`config.mk`:
```
export PLATFORM = sky130hd
export DESIGN_NAME = yari_mem_arbiter
export DESIGN_NICKNAME = d
export VERILOG_FILES = /design/src/rtl/yari_mem_arbiter_pkg.sv /design/src/rtl/yari_mem_arb_ctr.sv /design/src/rtl/yari_mem_arbiter.sv
export SDC_FILE = /design/constraint.sdc
export NUM_CORES = 1
export LEC_CHECK = 0
export BUFFER_PORTS_ARGS = -buffer_cell sky130_fd_sc_hd__buf_2
export CAP_MARGIN = 0
export CORE_AREA = 3 3 105 107
export CTS_CLUSTER_DIAMETER = 200
export DETAILED_ROUTE_END_ITERATION = 8
export DIE_AREA = 0 0 108 110
export PLACE_DENSITY = 0.65
export SYNTH_ARGS = -nofsm -noshare
export SYNTH_HDL_FRONTEND = slang
export SYNTH_SLANG_ARGS = --single-unit
export TNS_END_PERCENT = 50
```
`constraint.sdc`:
```
create_clock -name clock -period 7.7 [get_ports clock]
set_input_delay 0.385 -clock clock [delete_from_list [all_inputs] [get_ports clock]]
set_output_delay 0.385 -clock clock [all_outputs]
set_load 0.01 [all_outputs]
```
`src/rtl/yari_mem_arbiter_pkg.sv`:
```
// Shared constants for the core memory-port arbiter: transaction tags, limits and owner encoding.
// The caches use the same ID_DC/ID_IC tags.
package yari_mem_arbiter_pkg;

    localparam int STARVE_LIMIT    = 8;
    localparam int MAX_OUTSTANDING = 4;
    localparam int CNT_W           = 3;
    localparam int ID_W            = 2;
    // The starve counter must reach STARVE_LIMIT itself, which needs one more bit than CNT_W.
    localparam int STARVE_W        = $clog2(STARVE_LIMIT + 1);

    localparam logic [ID_W-1:0] ID_DC = 2'd1;
    localparam logic [ID_W-1:0] ID_IC = 2'd2;

    typedef enum logic {
        OWNER_D = 1'b0,
        OWNER_I = 1'b1
    } owner_t;

endpackage

```
`src/rtl/yari_mem_arb_ctr.sv`:
```
// Saturating up/down counter of in-flight reads for one requester.
// Flags full at MAX and underflow when a return arrives with nothing outstanding.
module yari_mem_arb_ctr
    import yari_mem_arbiter_pkg::*;
#(
    parameter int W   = CNT_W,
    parameter int MAX = MAX_OUTSTANDING
) (
    input  logic         clock,
    input  logic         rst,
    input  logic         inc,
    input  logic         dec,
    output logic [W-1:0] count,
    output logic         full,
    output logic         underflow
);

    localparam logic [W-1:0] MAX_C = W'(MAX);

    assign full      = (count >= MAX_C);
    assign underflow = dec & (count == '0);

    always_ff @(posedge clock or negedge rst) begin
        if (!rst) begin
            count <= '0;
        end else if (inc & ~dec & ~full) begin
            count <= count + 1'b1;
        end else if (dec & ~inc & (count != '0)) begin
            count <= count - 1'b1;
        end
    end

endmodule

```
`src/rtl/yari_mem_arbiter.sv`:
```
// Shares the core memory port between dmem and imem with combinational grant, a stall lock,
// imem anti-starvation and per-requester outstanding-read limits with tag-based return routing.
module yari_mem_arbiter
    import yari_mem_arbiter_pkg::*;
(
    input  logic        clock,
    input  logic        rst,

    output logic        dmem_waitrequest,
    input  logic [29:0] dmem_address,
    input  logic        dmem_read,
    input  logic        dmem_write,
    input  logic [31:0] dmem_writedata,
    input  logic [3:0]  dmem_writedatamask,
    output logic [31:0] dmem_readdata,
    output logic        dmem_readdatavalid,

    output logic        imem_waitrequest,
    input  logic [29:0] imem_address,
    input  logic        imem_read,
    output logic [31:0] imem_readdata,
    output logic        imem_readdatavalid,

    input  logic        mem_waitrequest,
    output logic [1:0]  mem_id,
    output logic [29:0] mem_address,
    output logic        mem_read,
    output logic        mem_write,
    output logic [31:0] mem_writedata,
    output logic [3:0]  mem_writedatamask,
    input  logic [31:0] mem_readdata,
    input  logic [1:0]  mem_readdataid,

    output logic        proto_err
);

    localparam logic [STARVE_W-1:0] STARVE_MAX = STARVE_W'(STARVE_LIMIT);

    logic                lock;
    owner_t              lock_owner;
    logic [STARVE_W-1:0] starve;

    logic [CNT_W-1:0] out_d, out_i;
    logic full_d, full_i, unf_d, unf_i;
    logic d_elig, i_elig, gnt_d, gnt_i;
    logic d_strobe, g_strobe;
    logic acc_i, rd_acc_d, rd_acc_i;
    logic ret_d, ret_i;

    assign d_strobe = dmem_read | dmem_write;
    assign d_elig   = dmem_write | (dmem_read & ~full_d);
    assign i_elig   = imem_read & ~full_i;

    always_comb begin
        gnt_d = 1'b0;
        gnt_i = 1'b0;
        if (lock) begin
            gnt_d = (lock_owner == OWNER_D);
            gnt_i = (lock_owner == OWNER_I);
        end else if (d_elig & i_elig) begin
            if (starve == STARVE_MAX) gnt_i = 1'b1;
            else                      gnt_d = 1'b1;
        end else begin
            gnt_d = d_elig;
            gnt_i = i_elig;
        end
    end

    assign mem_id            = gnt_d ? ID_DC : ID_IC;
    assign mem_address       = gnt_d ? dmem_address : imem_address;
    assign mem_read          = (gnt_d & dmem_read) | (gnt_i & imem_read);
    assign mem_write         = gnt_d & dmem_write;
    assign mem_writedata     = dmem_writedata;
    assign mem_writedatamask = dmem_writedatamask;

    assign dmem_waitrequest  = gnt_d ? mem_waitrequest : 1'b1;
    assign imem_waitrequest  = gnt_i ? mem_waitrequest : 1'b1;

    assign g_strobe = (gnt_d & d_strobe) | (gnt_i & imem_read);
    assign acc_i    = gnt_i & imem_read & ~mem_waitrequest;
    assign rd_acc_d = gnt_d & dmem_read & ~mem_waitrequest;
    assign rd_acc_i = acc_i;

    assign ret_d              = (mem_readdataid == ID_DC);
    assign ret_i              = (mem_readdataid == ID_IC);
    assign dmem_readdatavalid = ret_d;
    assign imem_readdatavalid = ret_i;
    assign dmem_readdata      = mem_readdata;
    assign imem_readdata      = mem_readdata;

    // A stalled granted strobe keeps the lock; accept or a dropped strobe releases it.
    always_ff @(posedge clock or negedge rst) begin
        if (!rst) begin
            lock       <= 1'b0;
            lock_owner <= OWNER_D;
            starve     <= '0;
            proto_err  <= 1'b0;
        end else begin
            lock <= g_strobe & mem_waitrequest;
            if (g_strobe & mem_waitrequest) lock_owner <= gnt_i ? OWNER_I : OWNER_D;
            if (~imem_read | acc_i)        starve <= '0;
            else if (starve != STARVE_MAX) starve <= starve + 1'b1;
            if (unf_d | unf_i) proto_err <= 1'b1;
        end
    end

    yari_mem_arb_ctr u_ctr_d (
        .clock     (clock),
        .rst       (rst),
        .inc       (rd_acc_d),
        .dec       (ret_d),
        .count     (out_d),
        .full      (full_d),
        .underflow (unf_d)
    );

    yari_mem_arb_ctr u_ctr_i (
        .clock     (clock),
        .rst       (rst),
        .inc       (rd_acc_i),
        .dec       (ret_i),
        .count     (out_i),
        .full      (full_i),
        .underflow (unf_i)
    );

endmodule

```
Word level (Yosys, flattened, before mapping):

Cells that the tools add are included.

* register bits after elaboration: 13
* input bits: 136
* output and inout bits: 139
* word-level logic and storage cells: 76

* $add $sub $neg: 5
* magnitude comparators: 2
* equality and inequality tests: 4
* multiplexer cells: 17
* bitwise operators: 35
* reduce and logical (&&, ||, !) cells: 7

Operators by type and width (count)
* 30-bit two-way mux: 1
* 1-bit bitwise AND: 20
* 3-bit two-way mux: 4
* 1-bit two-way mux: 9
* 1-bit NOT: 9
* 4-bit two-way mux: 2
* 3-bit by 1-bit adder with 3-bit output, second input constant: 2
* 3-bit greater-or-equal comparator, second input constant: 2
* 3-bit zero test: 2
* 1-bit OR: 6
* 2-bit nonzero test: 3
* 3-bit nonzero test: 2
* 3-bit by 1-bit subtractor with 3-bit output, second input constant: 2
* 4-bit by 1-bit adder with 4-bit output, second input constant: 1
* 4-bit == test, second input constant: 1
* 4-bit inequality test, second input constant: 1
* 2-bit by 1-bit == test with 1-bit output, second input constant: 1
* 2-bit == test, second input constant: 1
* 2-bit two-way mux: 1

Depth between registers and ports, before layout:

* depth in word-level cells: 14
* mapped depth: 11
* mapped depth without buffers: 10

By module:

A second synthesis with hierarchy kept.

* cell total of the unflattened synthesis: 245
* area total of the unflattened synthesis: 2207.1 um^2

By module, submodules not included
* yari_mem_arbiter: instances 1, cells an instance 191, area an instance 1731.7 um^2, seq. area each 175.2 um^2
* yari_mem_arb_ctr: instances 2, cells an instance 27, area an instance 237.7 um^2, seq. area each 75.1 um^2

Worst setup path after synthesis:

No wires, ideal clock.

* path type: register to register
* from: reg starve[0]
* to: reg u_ctr_i.count[1]
* setup time: 0.077 ns
* data arrival time: 2.546 ns
* data required time: 7.623 ns
* path slack: 5.077 ns
* stages on the path, launching flop included: 12
* path buffers: 1
* period minus slack after synthesis: 2.623 ns
* cell sequence: dfrtp_1 inv_1 ha_1 and3b_1 clkbuf_2 a211o_1 nand4b_2 or3_4 fa_1 mux2i_1 mux2_2 a21oi_1

* cells in the longest elaborated chain, start to end: 10
* elaborated cells on any way between the ends: 13
* those cells by class: eq/ne: 1; mux: 4; bitwise: 7; reduce/logical: 1

RTL lines
* start: declaration: line yari_mem_arbiter.sv:41 `logic [STARVE_W-1:0] starve;`
* start signal: assignment: line yari_mem_arbiter.sv:102 `else if (starve != STARVE_MAX) starve <= starve + 1'b1;`
* 4-bit == test (*): line yari_mem_arbiter.sv:61 `if (starve == STARVE_MAX) gnt_i = 1'b1;`
* 1-bit two-way mux (*): line yari_mem_arbiter.sv:61
* 1-bit two-way mux (*): line yari_mem_arbiter.sv:60 `end else if (d_elig & i_elig) begin`
* 1-bit two-way mux (*): line yari_mem_arbiter.sv:57 `if (lock) begin`
* 1-bit bitwise AND (*) (2 in series): line yari_mem_arbiter.sv:80 `assign acc_i = gnt_i & imem_read & ~mem_waitrequest;`
* 1-bit NOT: line yari_mem_arb_ctr.sv:28 `end else if (dec & ~inc & (count != '0)) begin`
* 1-bit bitwise AND (2 in series): line yari_mem_arb_ctr.sv:28
* 2-bit nonzero test (no line)
* end signal: assignment: line yari_mem_arb_ctr.sv:27 `count <= count + 1'b1;`
* end signal: assignment: line yari_mem_arb_ctr.sv:29 `count <= count - 1'b1;`
* end: declaration: line yari_mem_arb_ctr.sv:13 `output logic [W-1:0] count,`

Mark *: on every way between the ends. The rest lies on a longest branch, timed or not.
A chain may end at the register's enable or synchronous reset.

Worst setup path in the final report:

Ends and elaborated chain as after synthesis.

==> flow_summary.json <==
{
  "drt_first_iter_violations": 33,
  "die-width_um": 108,
  "area_growth_pct": -1.76,
  "post-route-period-util": 0.385,
  "initial_core_util": 0.201,
  "synthesis.area_sq_mm": 0.00206,
  "layout.filler_cells": 1156,
  "cts_resized": 0,
  "detail-route-antenna-nets": 0,
  "seq_area_frac_synth": 0.158,
  "io_pins": 275,
  "cp_data_required_time_ns": 7.87,
  "timing.setup.critical_path_class": "flip-flop to flip-flop",
  "core_region_area_sq_mm": 0.0102,
  "cts_made_buffers": 3,
  "multi_input_comb_area_sq_um": 908,
  "yosysWarnings": 0,
  "detail_route.first_pass.iterations": 4,
  "route.final.wire_length_um": 6190,
  "static-leakage-power_nw": 0.966,
  "area.sequential_sq_um": 325,
  "average_wire_per_standard_cell_um": 16.4,
  "antenna_violations_before_repair": 0,
  "crit_path_start_kind": "flip-flop",
  "timing.slew.headroom": 0.459,
  "share_of_power_burned_in_the_clock_network": 0.155,
  "number_of_setup_violations_in_the_final_report": 0,
  "timing.final.hold_violations": 0,
  "grt_usage": 0.0979,
  "dominantRegCellSynth": "dfrtp_1",
  "critical_path.endpoint_type": "flip-flop",
  "die-area_sq_mm": 0.0119,
  "post_cts.repair.setup_buffers": 0,
  "maxCapViolCount": 0,
  "post-synth-top-count-cell": "buf_4",
  "remaining_design_rule_violation_count": 0,
  "powerDensity_mw_per_mm2": 202,
  "total_switching_power_w": 0.000170,
  "finalMaxSlewViolations": 0,
  "cts_hold_buf": 0,
  "synth-seq-cells": 13,
  "totalNegativeSetupSlack_ns": 0,
  "global_route.overflow_total": 0,
  "syn_nets": 378,
  "result_of_the_run": "completed",
  "tightest_slew_ns": 0.809,
  "synth_enable_flop_cells": 0,
  "nNetsFinal": 383,
  "cts.reportedPaths.clkPinSlew_ns": 0.06,
  "cp_slowest_stage_delay_ns": 0.51,
  "rsz_0062_raised_after_global_routing": "false",
  "syn_avg_cell_area_sq_um": 8.64,
  "detail_route.vias_per_cell": 4.05,
  "cp_max_fo": 9,
  "synth_async_sr_flop_share": 1.00,
  "maximum_number_of_pins_on_one_net_before_global_route_repair": 36,
  "intPower_w": 0.000238,
  "synth_area_leaders": "buf_4 (37%), mux2_2 (17%), dfrtp_1 (16%)",
  "finClkSkew_ns": 0.000732,
  "crit_chain": "inv_1, ha_1, and3b_1, a211o_1, nand4b_2, or3_4, fa_1, mux2i_1, mux2_2, a21oi_1",
  "power_switching_share": 0.417,
  "worstPathArrival_ns": 3.14,
  "synth.top_cell.area_share": 0.372,
  "die_h_um": 110,
  "cts_tree": "done",
  "postSynthCellCount": 238,
  "clock_sinks": 13,
  "crit_slowest_cell": "fa_1",
  "power.sequential.fraction": 0.284,
  "grt_pass1_vias": 1581,
  "route.vias.total": 1532,
  "synth_cell_type_count": 44,
  "yosys.area.top_type": "buf_4",
  "cts_root_buffer": "clkbuf_8",
  "p_comb_frac": 0.561,
  "timing.hold.worst.class": "input port to async pin",
  "layout_cells_sized_above_1": 0.607,
  "grt_first_pass_wirelength_um": 8900,
  "post-dp-hpwl_um": 5350,
  "clk_latency_ns": 0.25,
  "peakVddDrop_v": 0.0000697,
  "post_synth_top_cells": "buf_4 (102), mux2_2 (31), dfrtp_1 (13)",
  "rows": 37,
  "gp_weighted_congestion": 0.803,
  "insertedDiodeCount": 0,
  "shortest_clock_period_the_worst_path_allows_after_layout_ns": 2.96,
  "utilization": 0.198,
  "io_buffers": 106,
  "max_freq_mhz": 337,
  "cts_max_level": 1,
  "clock_path_buffers": 2
}
[worst paths after layout]
kind / start / to / slack, ns / cells after the start
max: starve[0]$_DFFE_PN0P_ / u_ctr_i.count[1]$_DFFE_PN0P_ / 4.74 / 10
max reg2reg: starve[0]$_DFFE_PN0P_ / u_ctr_i.count[1]$_DFFE_PN0P_ / 4.74 / 10
min: rst / starve[2]$_DFFE_PN0P_ / 0.02 / 1
max in group asynchronous: rst / lock_owner$_DFFE_PN0P_ / 7.45 / 1
min reg2reg: proto_err$_DFFE_PN0P_ / proto_err$_DFFE_PN0P_ / 0.48 / 1
min in group clock: proto_err$_DFFE_PN0P_ / proto_err$_DFFE_PN0P_ / 0.48 / 1
[layout make-up]
cell class,instances,share of cell area
flip-flops and latches,13,0.161
clock buffers,4,0.0223
repair buffers,107,0.266
well taps,136,0.0842
multi-input cells,109,0.450
inverters,9,0.0167
[power groups by stage]
| stage | logic, W | clock network [W] | registers [W] |
|---|---|---|---|
| 5_1_grt | 0.000255 | 0.0000671 | 0.000121 |
| 3_5_place_dp | 0.000233 | 0 | 0.000117 |
| 3_3_place_gp | 0.000227 | 0 | 0.000116 |
| 2_1_floorplan | 0.000210 | 0 | 0.000109 |
| 4_1_cts | 0.000235 | 0.0000664 | 0.000116 |
| 6_report | 0.000229 | 0.0000635 | 0.000116 |
[registers in the layout, indices dropped and copies added, names as in the netlist]
name,cells
u_ctr_i.count,3
proto_err,1
lock,1
u_ctr_d.count,3
starve,4
lock_owner,1
[placed cells by master, fill, tap and decap left out, types with 3 or more instances in the layout]
cell type	Yosys	routed
dfrtp_1	13	13
clkbuf_8	0	3
nor3_1	3	3
a21oi_1	5	5
buf_2	3	106
inv_1	9	9
mux2_2	31	31
o21ai_0	3	3
o31ai_1	3	3
nand2b_1	5	5
nand2_1	8	8
nor2_1	10	10
[worst max-delay path, delay by kind of cell (launching register included)]
kind / cells / cell delay [ns]
buffers and inverters: 1 / 0.10
AND/OR/NAND/NOR: 3 / 0.98
AO/OA/AOI/OAI: 2 / 0.34
flip-flops: 1 / 0.40
multiplexers: 2 / 0.37
adder cells (fa/ha/maj): 2 / 0.68
[metrics by stage]
step	area (sq um)	hold slack [ns]	std cells	setup slack (ns)	total power [W]
finish	2020	0.0178	378	4.74	0.000408
floorplan	2060	0.0894	238	5.08	0.000318
detailed placement	1980	0.298	374	4.79	0.000350
CTS	2020	0.0271	378	4.75	0.000417
global placement	1980	0.292	374	4.94	0.000342
global route	2020	0.0377	378	4.54	0.000443
[layer usage]
layer  part of all wire  wire (um)  GRT usage  up-vias
li1                   -          -          -      708
met1               0.37       2270      0.106      692
met2               0.52       3240      0.183      121
met3              0.096        593     0.0280       11
met4              0.014         85     0.0307        0
met5                  0          0          0        -
[logic make-up after synthesis]
family | count (synthesis) | share of synthesized area
DFF | 13 | 0.158
xor gates and xnor gates | 3 | 0.0128
adders and majority gates | 4 | 0.0316
and+or+nand+nor | 43 | 0.117
muxes | 32 | 0.175
AOI/OAI and AO/OA | 27 | 0.105
buffers and inverters | 116 | 0.400
Power figures use the tool's default switching activity.
